$ cat config.mk
export PLATFORM = sky130hd
export DESIGN_NAME = cpu_step_controller
export DESIGN_NICKNAME = d
export VERILOG_FILES = /design/src/rtl/cpu_step_controller.sv
export SDC_FILE = /design/constraint.sdc
export NUM_CORES = 1
export LEC_CHECK = 0
export ABC_AREA = 1
export CORE_MARGIN = 2
export CORE_UTILIZATION = 46
export CTS_BUF_LIST = sky130_fd_sc_hd__clkbuf_4
export CTS_CLUSTER_DIAMETER = 120
export DETAILED_ROUTE_END_ITERATION = 16
export GPL_TIMING_DRIVEN = 0
export HOLD_SLACK_MARGIN = 0.02
export PLACE_DENSITY = 0.72
export SLEW_MARGIN = 40
export SYNTH_ARGS = -nofsm -noshare
export SYNTH_HDL_FRONTEND = slang
export SYNTH_SLANG_ARGS = --single-unit
$ cat constraint.sdc
create_clock -name clock100Mhz -period 2.4 [get_ports clock100Mhz]
set_input_delay 0.24 -clock clock100Mhz [delete_from_list [all_inputs] [get_ports clock100Mhz]]
set_output_delay 0.24 -clock clock100Mhz [all_outputs]
set_load 0.05 [all_outputs]
$ cat src/rtl/cpu_step_controller.sv
// Clock-enable sequencer for the single-cycle CPU: produces one-cycle step_en
// pulses from a debounced step button or a free-run divider, with halt tracking.
module cpu_step_controller #(
    parameter int DEBOUNCE_CYCLES = 1_000_000,
    parameter int RUN_DIV         = 50_000_000
) (
    input  logic        clock100Mhz,
    input  logic        reset,
    input  logic        btn_step,
    input  logic        run_sw,
    input  logic        halt,
    output logic        step_en,
    output logic [15:0] cycle_count,
    output logic [1:0]  state
);

    localparam int DB_W  = $clog2(DEBOUNCE_CYCLES + 1);
    localparam int DIV_W = $clog2(RUN_DIV + 1);
    localparam logic [DB_W-1:0]  DB_LAST  = DB_W'(DEBOUNCE_CYCLES - 1);
    localparam logic [DIV_W-1:0] DIV_LAST = DIV_W'(RUN_DIV - 1);

    typedef enum logic [1:0] {
        IDLE   = 2'b00,
        RUN    = 2'b01,
        HALTED = 2'b10
    } state_t;

    state_t            state_q, state_nx;
    logic              btn_p0, btn_s, run_p0, run_s;
    logic              btn_db, btn_db_p1, press;
    logic [DB_W-1:0]   db_cnt;
    logic [DIV_W-1:0]  div_q, div_nx;
    logic              step_nx;

    // Stage 0/1: two-flop synchronisers for the raw board inputs
    always_ff @(posedge clock100Mhz or posedge reset) begin
        if (reset) begin
            btn_p0 <= 1'b0;
            btn_s  <= 1'b0;
            run_p0 <= 1'b0;
            run_s  <= 1'b0;
        end else begin
            btn_p0 <= btn_step;
            btn_s  <= btn_p0;
            run_p0 <= run_sw;
            run_s  <= run_p0;
        end
    end

    // Debounce: accept a new level only after it has differed for the full window
    always_ff @(posedge clock100Mhz or posedge reset) begin
        if (reset) begin
            btn_db    <= 1'b0;
            btn_db_p1 <= 1'b0;
            db_cnt    <= '0;
        end else begin
            btn_db_p1 <= btn_db;
            if (btn_s == btn_db) begin
                db_cnt <= '0;
            end else if (db_cnt == DB_LAST) begin
                btn_db <= btn_s;
                db_cnt <= '0;
            end else begin
                db_cnt <= db_cnt + DB_W'(1);
            end
        end
    end

    assign press = btn_db & ~btn_db_p1;

    always_comb begin
        state_nx = state_q;
        div_nx   = '0;
        step_nx  = 1'b0;
        unique case (state_q)
            IDLE: begin
                if (halt)       state_nx = HALTED;
                else if (run_s) state_nx = RUN;
                else if (press) step_nx  = 1'b1;
            end
            RUN: begin
                if (halt) begin
                    state_nx = HALTED;
                end else if (!run_s) begin
                    state_nx = IDLE;
                end else if (div_q == DIV_LAST) begin
                    step_nx = 1'b1;
                end else begin
                    div_nx = div_q + DIV_W'(1);
                end
            end
            HALTED: begin
                if (!run_s && !halt) state_nx = IDLE;
            end
            default: state_nx = IDLE;
        endcase
    end

    // Stage 2: registered FSM state, divider, pulse and step count
    always_ff @(posedge clock100Mhz or posedge reset) begin
        if (reset) begin
            state_q     <= IDLE;
            div_q       <= '0;
            step_en     <= 1'b0;
            cycle_count <= '0;
        end else begin
            state_q     <= state_nx;
            div_q       <= div_nx;
            step_en     <= step_nx;
            cycle_count <= cycle_count + 16'(step_en);
        end
    end

    assign state = state_q;

endmodule

==> impl_metrics.toml <==
[detailed_routing]
vias = 3150
drc = 0
vias_per_cell = 4.92
wl_um = 7530
ant_nets = 0
wire_per_inst_um = 11.8
first_pass_iters = 5
drtIter0Drc = 153

[floorplanning]
rows = 33
core_area_um2 = 8090
ios = 24
start_util_pct = 46.9
die_y_um = 94.8
die_area_um2 = 8990
die-width_um = 94.8

[timing]
maxSlewHeadroom_pct = 65.9
drv_slew = 0
rsz0062_at_grt = "no"
min_period_ns = 1.99
finalCritPeriodShare_pct = 82.9
setup_ws_ns = 0.411
hold_viol = 0
setup_violations = 0
tns_ns = 0
fin_skew_ns = 0.00819
fmax_mhz = 503
max_slew.worst_pin.slew_ns = 0.509

[clock_tree]
cts_resized = 0
clock_path_buffers = 2
htree_levels = 3
post_cts_buffers = 0
clk_pin_slew_ns = 0.11
clock_sinks = 71
cts_buffers = 9
cts_hold_buf = 0
cts_root_buf = "clkbuf_4"
cts_tree = "built"
clk_latency_ns = 0.41

[grt]
first_global_vias = 3046
grt_pass1_wl_um = 13500
grt_max_degree = 43
antenna_found_initial = 0
grt_use_total_pct = 19.2
gr-total-overflow = 0

[worst_setup_path]
worst_ep_arrival_time_ns = 1.75
crit_required_ns = 2.16
path_cells = "clkdlybuf4s50_1"
reg2reg_slack_ns = 0.50
slowest_stage = "clkdlybuf4s50_1"
crit_family = "buffers and inverters"
worst-path-stages = 1
critPathMaxFanout = 6
critPathCaptureType = "output port"
regToRegStartpoint = "db_cnt[0]"
cp-start-kind = "flip-flop"
ff2ff_path_depth = 8
timing.rr.end = "db_cnt[13]"
cp_slowest_stage_delay_ns = 0.86
cp_num_buf_inv = 1
setup.worst_path.class = "flip-flop to output port"

[synthesis]
ys_ff_latch = 71
synth_top_cell_by_area = "dfrtp_1"
syn_nets = 504
ys.warnings.count = 0
synth.area.top_cells = "dfrtp_1 47%, nor2_1 11%, nand2_1 11%, inv_1 5.8%, xor2_1 5.5%"
yosysSeqAreaShare_pct = 46.8
yosysTopAreaCellShare_pct = 46.8
syn_inst = 495
syn_avg_cell_area_um2 = 7.67
syn_area_um2 = 3790
ys_types = 24

[placement]
dpl-instance-area_um2 = 4180
gp_congestion = 0.901
dp_slack_ns = 0.522
dp.final_hpwl_um = 5710
portBuffers = 23

[run]
max_cap_violations = 0

[cells_and_area]
stdcell_area_um2 = 4360
fin_util_pct = 53.9
antennaDiodeCount = 0
drive_above_1_share_pct = 7.85
finalNetCount = 539
final_common_cell = "nor2_1"
syn_to_final_growth_pct = 14.9
most-common-layout-cells = "114 x nor2_1, 111 x nand2_1, 71 x dfrtp_1"

[power_and_ir_drop]
p_switching_mw = 0.468
peakVddDrop_mv = 0.393
power.density_nw_per_um2 = 508
power_frac_comb_pct = 3.2
p_leak_nw = 1.88
seqPwrFrac_pct = 54.8
internal_power_mw = 1.75
power_frac_clock_pct = 42.0
p_sw_share_pct = 21.1

[min_path]
min_path_type = "input port to asynchronous set/reset pin"

[status]
status = "complete, no violations"
worst max path at each step:
| stage | from | end | slack [ns] |
|---|---|---|---|
| after floorplan | reset | btn_db | 0.36 |
| after global placement | reset | cycle_count[10] | -0.86 |
| after detailed placement | db_cnt[0] | db_cnt[14] | 0.52 |
| after CTS | cycle_count[7] | cycle_count[7] | 0.38 |
| after global routing | db_cnt[0] | db_cnt[19] | 0.25 |
| final | cycle_count[7] | cycle_count[7] | 0.41 |
through the flow:
| step | power [mW] | hold WS (ns) | std cells |
|---|---|---|---|
| 2_1_floorplan | 1.28 | 0.271 | 495 |
| 3_3_place_gp | 1.30 | 0.334 | 623 |
| 3_5_place_dp | 1.31 | 0.344 | 624 |
| 4_1_cts | 2.25 | 0.144 | 640 |
| 5_1_grt | 2.31 | 0.145 | 640 |
| 6_report | 2.21 | 0.146 | 640 |
per-layer routing:
layer	GRT usage [%]	vias to the layer above	wire, um
li1	-	1618	-
met3	4.39	9	285
met4	6.76	0	114
met2	31.0	57	3430
met1	25.6	1466	3690
met5	0	-	0
registers in the layout, indices dropped and copies added (netlist names):
signal	cells
btn_db	1
btn_db_p1	1
btn_p0	1
btn_s	1
cycle_count	16
db_cnt	20
div_q	26
run_p0	1
run_s	1
state	2
step_en	1
cell usage after synthesis:
cell      number
o21ai_0        5
nor3b_1        3
nand2_1      111
inv_1         59
nand3_4        1
nand3b_1       1
xor2_1        24
nor3_1        15
nand2_4        1
buf_2          1
nor2_1       114
xnor2_1        9
and2_1         1
nor2_2        12
nand4_1       14
or2_2          2
a21oi_1       10
dfrtp_1       71
ha_1           4
nand3_1       29
nor2_4         1
nand3_2        1
nand2_2        5
buf_12         1
power groups by stage:
stage                     combinational [mW]  clock [mW]  sequential (mW)
after global placement                0.0660           0             1.24
final                                 0.0698       0.931             1.21
after floorplan                       0.0355           0             1.24
after CTS                             0.0728       0.959             1.21
after global routing                  0.0795        1.01             1.22
after detailed placement              0.0726           0             1.24
final cells by class:
| cell class | count | area, um2 |
|---|---|---|
| multi-input combinational | 363 | 1770 |
| inverter | 59 | 226 |
| timing repair buffer | 24 | 250 |
| sequential | 71 | 1780 |
| buffer | 2 | 25.0 |
| clock inverter | 7 | 111 |
| tap | 105 | 131 |
| fill | 783 | 3730 |
| clock buffer | 9 | 67.6 |
logic make-up after synthesis:
logic type | share of synthesized area, %
buffers and inverters | 6.50
xor gates and xnor gates | 7.62
AOI/OAI and AO/OA | 1.98
DFF | 46.8
adders and majority gates | 1.32
and+or+nand+nor | 35.8
No activity file was read; power rests on OpenSTA's default activity.
